--- src/rtl/wide_add_sequencer_if.sv ---
// Operand/result handshake plus the chunked port pair to the external ripple-carry adder.
interface wide_add_sequencer_if #(
    parameter int unsigned N = 16,
    parameter int unsigned K = 4
);
    localparam int unsigned W = N * K;

    logic         in_valid;
    logic         in_ready;
    logic [W-1:0] a;
    logic [W-1:0] b;
    logic         cin;
    logic         out_valid;
    logic         out_ready;
    logic [W-1:0] sum;
    logic         cout;
    logic [N-1:0] add_a;
    logic [N-1:0] add_b;
    logic         add_cin;
    logic [N-1:0] add_sum;
    logic         add_cout;

    modport slave (
        input  in_valid, a, b, cin, out_ready, add_sum, add_cout,
        output in_ready, out_valid, sum, cout, add_a, add_b, add_cin
    );

    modport master (
        output in_valid, a, b, cin, out_ready, add_sum, add_cout,
        input  in_ready, out_valid, sum, cout, add_a, add_b, add_cin
    );
endinterface

--- src/rtl/wide_add_sequencer.sv ---
// W = N*K bit adder built by streaming one N-bit chunk per cycle through an
// external combinational adder, carrying between chunks in a register.
module wide_add_sequencer #(
    parameter int unsigned N = 16,
    parameter int unsigned K = 4
) (
    input logic                 clk,
    input logic                 rst_n,
    wide_add_sequencer_if.slave bus
);
    localparam int unsigned W     = N * K;
    localparam int unsigned IDX_W = (K > 1) ? $clog2(K) : 1;

    typedef enum logic [1:0] {
        IDLE = 2'd0,
        RUN  = 2'd1,
        DONE = 2'd2
    } state_t;

    state_t           state;
    state_t           state_nxt;
    logic [W-1:0]     a_reg;
    logic [W-1:0]     b_reg;
    logic [W-1:0]     sum_q;
    logic             cout_q;
    logic             carry_reg;
    logic [IDX_W-1:0] idx;
    logic             in_ready_q;
    logic             out_valid_q;
    logic             accept;
    logic             last_chunk;

    // in_ready is registered, so nothing is accepted on the edge that releases reset
    assign accept     = (state == IDLE) && bus.in_valid && in_ready_q;
    assign last_chunk = (idx == IDX_W'(K - 1));

    // State register
    always_ff @(posedge clk or negedge rst_n) begin
        if (!rst_n) begin
            state <= IDLE;
        end else begin
            state <= state_nxt;
        end
    end

    // Next-state logic
    always_comb begin
        state_nxt = state;
        case (state)
            IDLE:    if (accept) state_nxt = RUN;
            RUN:     if (last_chunk) state_nxt = DONE;
            DONE:    if (bus.out_ready) state_nxt = IDLE;
            default: state_nxt = IDLE;
        endcase
    end

    // Adder drive: zero outside RUN so the adder sees quiet inputs while idle or in reset
    always_comb begin
        bus.add_a   = '0;
        bus.add_b   = '0;
        bus.add_cin = 1'b0;
        if (state == RUN) begin
            bus.add_a   = a_reg[int'(idx) * N +: N];
            bus.add_b   = b_reg[int'(idx) * N +: N];
            bus.add_cin = carry_reg;
        end
    end

    // Registered handshake flags follow the upcoming state
    always_ff @(posedge clk or negedge rst_n) begin
        if (!rst_n) begin
            in_ready_q  <= 1'b0;
            out_valid_q <= 1'b0;
        end else begin
            in_ready_q  <= (state_nxt == IDLE);
            out_valid_q <= (state_nxt == DONE);
        end
    end

    // Operand capture and chunk-by-chunk sum assembly
    always_ff @(posedge clk or negedge rst_n) begin
        if (!rst_n) begin
            a_reg     <= '0;
            b_reg     <= '0;
            sum_q     <= '0;
            cout_q    <= 1'b0;
            carry_reg <= 1'b0;
            idx       <= '0;
        end else begin
            if (accept) begin
                a_reg     <= bus.a;
                b_reg     <= bus.b;
                carry_reg <= bus.cin;
                idx       <= '0;
            end else if (state == RUN) begin
                sum_q[int'(idx) * N +: N] <= bus.add_sum;
                carry_reg                 <= bus.add_cout;
                if (last_chunk) begin
                    cout_q <= bus.add_cout;
                    idx    <= '0;
                end else begin
                    idx <= idx + IDX_W'(1);
                end
            end
        end
    end

    assign bus.in_ready  = in_ready_q;
    assign bus.out_valid = out_valid_q;
    assign bus.sum       = sum_q;
    assign bus.cout      = cout_q;

endmodule

--- src/flat_wrapper.sv ---
// flat-port wrapper written by rule: the top's interface ports become plain ports
module wide_add_sequencer_flat 
#(
    parameter int unsigned N = 16,
    parameter int unsigned K = 4
)
  (clk, rst_n, bus_in_valid, bus_a, bus_b, bus_cin, bus_out_ready, bus_add_sum, bus_add_cout, bus_in_ready, bus_out_valid, bus_sum, bus_cout, bus_add_a, bus_add_b, bus_add_cin);
  wide_add_sequencer_if #(.N(N), .K(K)) bus_i ();
  input logic clk;
  input logic rst_n;
  input wire logic [$bits(bus_i.in_valid)-1:0] bus_in_valid;
  input wire logic [$bits(bus_i.a)-1:0] bus_a;
  input wire logic [$bits(bus_i.b)-1:0] bus_b;
  input wire logic [$bits(bus_i.cin)-1:0] bus_cin;
  input wire logic [$bits(bus_i.out_ready)-1:0] bus_out_ready;
  input wire logic [$bits(bus_i.add_sum)-1:0] bus_add_sum;
  input wire logic [$bits(bus_i.add_cout)-1:0] bus_add_cout;
  output wire logic [$bits(bus_i.in_ready)-1:0] bus_in_ready;
  output wire logic [$bits(bus_i.out_valid)-1:0] bus_out_valid;
  output wire logic [$bits(bus_i.sum)-1:0] bus_sum;
  output wire logic [$bits(bus_i.cout)-1:0] bus_cout;
  output wire logic [$bits(bus_i.add_a)-1:0] bus_add_a;
  output wire logic [$bits(bus_i.add_b)-1:0] bus_add_b;
  output wire logic [$bits(bus_i.add_cin)-1:0] bus_add_cin;
  assign bus_i.in_valid = bus_in_valid;
  assign bus_i.a = bus_a;
  assign bus_i.b = bus_b;
  assign bus_i.cin = bus_cin;
  assign bus_i.out_ready = bus_out_ready;
  assign bus_i.add_sum = bus_add_sum;
  assign bus_i.add_cout = bus_add_cout;
  assign bus_in_ready = bus_i.in_ready;
  assign bus_out_valid = bus_i.out_valid;
  assign bus_sum = bus_i.sum;
  assign bus_cout = bus_i.cout;
  assign bus_add_a = bus_i.add_a;
  assign bus_add_b = bus_i.add_b;
  assign bus_add_cin = bus_i.add_cin;
  wide_add_sequencer #(.N(N), .K(K)) u_core (.clk(clk), .rst_n(rst_n), .bus(bus_i));
endmodule
--- config.mk ---
export PLATFORM = sky130hd
export DESIGN_NAME = wide_add_sequencer_flat
export DESIGN_NICKNAME = d
export VERILOG_FILES = /design/src/rtl/wide_add_sequencer_if.sv /design/src/rtl/wide_add_sequencer.sv /design/src/flat_wrapper.sv
export SDC_FILE = /design/constraint.sdc
export NUM_CORES = 1
export LEC_CHECK = 0
export BUFFER_PORTS_ARGS = -buffer_cell sky130_fd_sc_hd__buf_2
export CAP_MARGIN = 20
export CELL_PAD_IN_SITES_DETAIL_PLACEMENT = 0
export CELL_PAD_IN_SITES_GLOBAL_PLACEMENT = 1
export CORE_MARGIN = 5
export CORE_UTILIZATION = 41
export DETAILED_ROUTE_END_ITERATION = 8
export PLACE_DENSITY_LB_ADDON = 0.05
export SLEW_MARGIN = 20
export SYNTH_ARGS = -nofsm -noshare
export SYNTH_HDL_FRONTEND = slang
export SYNTH_SLANG_ARGS = --single-unit
export TNS_END_PERCENT = 30
--- constraint.sdc ---
create_clock -name clk -period 2.95 [get_ports clk]
set_clock_uncertainty 0.2 [all_clocks]
set_input_delay 0.4425 -clock clk [delete_from_list [all_inputs] [get_ports clk]]
set_output_delay 0.4425 -clock clk [all_outputs]
set_load 0.02 [all_outputs]
# After elaboration in Yosys (flattened, before gate mapping)
# Cells that the tools add are included.
# word_totals
register_bits	200
output_inout_bits	100
word_cells	40
# classes
n_addsub	2
eq_ne	4
shifts	4
muxes	13
bitwise_logic	1
n_reduce_logical	7
# op_table
cell	n
$shiftx 64x7->16	2
$bwmux 64	1
$shift 16x34->64 const A	1
$shiftx 16x34->64	1
$neg 6->34	1
$mux 16	2
$mux 2	6
$eq 2x2->1 const B	3
$pmux 2 s3	1
$logic_not 2->1	2
$mux 1	3
$reduce_and 3->1	1
$add 2x1->2 const B	1
$eq 2x1->1 const B	1
$logic_and 1x1->1	2
$reduce_and 2->1	1
$reduce_bool 2->1	1
$not 1->1	1

# Logic depth before layout (Yosys ltp)
# logic_depth
word_depth	6
mapped_depth	9

# Least setup slack after synthesis
# Ideal clock, no wire load.
# synth_timing
path_type	reg2reg
start	register u_core.idx[1]
end	register u_core.sum_q[16], in the netlist u_core.bus.sum[16]
setup_time_ns	0.121
t_arrival_ns	2.242
required_time_ns	2.629
path_slack_ns	0.387
stages_incl_launch_ff	10
path_buffers	4
path_cell_list	dfrtp_1 > buf_2 > buf_1 > inv_1 > ha_1 > and4bb_2 > and3_1 > clkbuf_2 > buf_4 > a22o_1
# synth_between
elab_chain_cells	3
word_cells_on_any_way	4
classes_between	add/sub (1); shift (2); mux (1)
# synth_rtl
element	line	text
from (decl)	wide_add_sequencer.sv:27	logic [IDX_W-1:0] idx;
from (signal assigned)	wide_add_sequencer.sv:102	idx <= idx + IDX_W'(1);
$neg 6->34 (*)	wide_add_sequencer.sv:96	sum_q[int'(idx) * N +: N] <= bus.add_sum;
$shiftx 16x34->64 or $shift 16x34->64 (tied branches)	wide_add_sequencer.sv:96	
$bwmux 64 (*)	wide_add_sequencer.sv:96	
to (signal, indexed assignment)	wide_add_sequencer.sv:96	
to (decl)	wide_add_sequencer.sv:24	logic [W-1:0] sum_q;
# Mark *: on every way between the ends. The rest lies on a longest branch, timed or not.
# A chain may end at the register's enable or synchronous reset.

# Final worst setup path
# layout_timing
start	register u_core.idx[0]
end	output bus_add_a[13]
# layout_between
elab_chain_cells	2
# layout_rtl
element	line	text
$shiftx 64x7->16	wide_add_sequencer.sv:63	bus.add_a = a_reg[int'(idx) * N +: N];
$mux 16	wide_add_sequencer.sv:62	if (state == RUN) begin
to (decl)	flat_wrapper.sv:22	output wire logic [$bits(bus_i.add_a)-1:0] bus_add_a;
# No other way between the ends.

==> flow_metrics.env <==
export IMPL_postSynthAreaPerCell_um2=15.9
export IMPL_cts_tree="yes"
export IMPL_ys_types=28
export IMPL_crit_fanout=23
export IMPL_track_usage_pct=18.2
export IMPL_rsz0062_at_grt="no"
export IMPL_p_leak_nw=5.12
export IMPL_min_period_ps=2750
export IMPL_worst_pin_slew_ps=722
export IMPL_min_path_type="in2reg"
export IMPL_postRouteAntennaNets=0
export IMPL_gr_total_overflow=0
export IMPL_cts_resized=0
export IMPL_wire_per_inst_um=20.0
export IMPL_reg2reg_slack_ps=650
export IMPL_syn2layout_area_growth_pct=26.0
export IMPL_clockBufferDepth=2
export IMPL_root_buffer="clkbuf_16"
export IMPL_dr_first_iter_drc_count=203
export IMPL_die_w_um=154
export IMPL_routed_via_density=5.20
export IMPL_critPathKind="reg2out"
export IMPL_dpl_worst_slack_ps=592
export IMPL_dr_pass1_iters=4
export IMPL_pwr_share_clk_pct=20.7
export IMPL_dieArea_mm2=0.0236
export IMPL_multiInputGateArea_mm2=0.00323
export IMPL_num_rows=52
export IMPL_hold_end="u_core.b_reg[62]"
export IMPL_fill_cells=1805
export IMPL_fin_nets=934
export IMPL_rr_startpoint="u_core.idx[0]"
export IMPL_grt_pass1_wl_um=34300
export IMPL_synth_cells=532
export IMPL_status="finished, final reports clean"
export IMPL_hold_path_startpoint="bus_b[62]"
export IMPL_grt_max_degree=72
export IMPL_setup_violations=0
export IMPL_worstSkewPairLatency_ps=420
export IMPL_utilization_pct=52.5
export IMPL_synth_seq_area_share_pct=59.2
export IMPL_fin_tns_setup_ps=0
export IMPL_slew_viol_final=0
export IMPL_vias=5514
export IMPL_critPathRequiredTime_ps=2310
export IMPL_setup_worst_path_start_class="flop"
export IMPL_r2r_worst_path_cells=5
export IMPL_die_h_um=154
export IMPL_initial_core_util_pct=41.7
export IMPL_grt_pass1_vias=6194
export IMPL_synthArstFlopShare_pct=100
export IMPL_drv_cap=0
export IMPL_syn_cell_area_mm2=0.00846
export IMPL_io_buffers=249
export IMPL_cts_reportedPaths_clkPinSlew_ps=70
export IMPL_slew_headroom_pct=51.9
export IMPL_power_density_mw_per_mm2=1140
export IMPL_seqPwrFrac_pct=38.0
export IMPL_antenna_found_initial=5
export IMPL_ys_warn_count=0
export IMPL_drc=0
export IMPL_synth_fp_nets=688
export IMPL_clock_fmax_mhz=364
export IMPL_drive_gt1_share_pct=57.8
export IMPL_io_pins=250
export IMPL_synth_ff_type="dfrtp_1"
export IMPL_timing_rr_end="u_core.bus.sum[47]"
export IMPL_p_comb_share_pct=41.3
export IMPL_hold_violations=0
export IMPL_vdd_drop_max_mv=0.469
export IMPL_dp_hpwl_um=15100
export IMPL_p_int_mw=7.94
export IMPL_power_switching_mw=4.20
export IMPL_hold_buffers=2
export IMPL_ff_latch_area_mm2=0.00501
export IMPL_core_area_mm2=0.0203
export IMPL_period_share_pct=93.2
export IMPL_min_delay_path_depth=2
export IMPL_worstSetupEndpointType="primary output"
export IMPL_antennaDiodeCount=0
export IMPL_critPathArrivalTime_ps=2110
export IMPL_cts_htree_levels=4
export IMPL_numCtsBuffers=17
export IMPL_clkSinkCount=200
export IMPL_ys_ff_latch=200
export IMPL_gp_congestion=0.805
export IMPL_synth_edf_count=0
export IMPL_hold_worst_slack_ps=27.5
export IMPL_switching_share_pct=34.6
export IMPL_worst_slack_ps=201
export IMPL_cts_setup_buffers=0
export IMPL_routed_wl_um=21200
logic make-up (layout without fill, tap and decap cells):
family	after synthesis	after routing	share of synthesized area [%]
mux	162	162	25.8
buf+inv	39	298	2.84
compound gates	68	68	6.90
simple gates	57	57	4.37
flops	200	200	59.2
fa+ha+maj	6	6	0.888
worst max path at each step:
| stage | endpoint | start |
|---|---|---|
| detailed placement | bus_add_a[13] | u_core.idx[0] |
| global placement | bus_add_a[13] | u_core.idx[0] |
| finish | bus_add_a[13] | u_core.idx[0] |
| global route | bus_add_a[13] | u_core.idx[0] |
| floorplan | u_core.bus.sum[16] | u_core.idx[1] |
| CTS | bus_add_a[13] | u_core.idx[0] |
per-layer routing:
metal	part of all wire (%)	GRT usage (%)
met5	0.29	0
met4	1.2	4.75
met3	7.8	6.13
met2	47	28.4
met1	44	24.7
cell type report:
class	instances	area share (%)
clock buffer	18	4.12
sequential	200	47.0
clock inverter	14	1.95
timing repair buffer	264	13.4
multi-input combinational	293	30.3
tap	270	3.17
inverter	2	0.0705
worst max-delay path, stage by stage, from the launching register on:
cell and delay, ps:
dfrtp_2 370, buf_4 410, mux4_2 550, and2_1 180, buf_2 160
synthesized netlist by cell type, types with 2 or more instances:
| master | n | share of area (%) |
|---|---|---|
| a21oi_1 | 2 | 0.12 |
| a22o_1 | 64 | 6.6 |
| and2_1 | 33 | 2.4 |
| and3_1 | 2 | 0.15 |
| buf_2 | 10 | 0.59 |
| buf_4 | 9 | 0.80 |
| buf_6 | 6 | 0.80 |
| clkbuf_1 | 9 | 0.40 |
| clkbuf_2 | 2 | 0.12 |
| dfrtp_1 | 200 | 59 |
| ha_1 | 6 | 0.89 |
| inv_1 | 2 | 0.089 |
| mux2_1 | 5 | 0.67 |
| mux2_2 | 124 | 17 |
| mux4_2 | 32 | 8.5 |
| nand2_1 | 11 | 0.49 |
| nand2b_1 | 3 | 0.22 |
| nor4_4 | 2 | 0.50 |
stage by stage:
stage / instances / cell area, um2 / total power, mW
final: 1061 / 10700 / 12.1
after detailed placement: 1027 / 9990 / 9.78
after global routing: 1061 / 10700 / 12.9
after CTS: 1061 / 10700 / 12.3
after floorplan: 532 / 8460 / 8.23
after global placement: 1027 / 9990 / 9.65
cell usage in the layout, fill, tap and decap left out, types with 3 or more instances in the layout:
cell type and instances:
buf_2 248, dfrtp_1 198, mux2_2 124, a22o_1 64, and2_1 33, mux4_2 32
clkbuf_16 17, nand2_1 11, buf_4 9, ha_1 6, mux2_1 5, inv_8 4
buf_12 4, nand2b_1 3, inv_6 3, bufinv_16 3
power by group through the flow:
| stage | sequential (mW) | clock, mW | combinational, mW |
|---|---|---|---|
| 2_1_floorplan | 4.83 | 0 | 3.40 |
| 3_3_place_gp | 4.62 | 0 | 5.03 |
| 6_report | 4.62 | 2.51 | 5.02 |
| 5_1_grt | 4.77 | 2.70 | 5.43 |
| 4_1_cts | 4.63 | 2.59 | 5.13 |
| 3_5_place_dp | 4.68 | 0 | 5.11 |
Note: power is estimated with default switching activity, not from simulation.
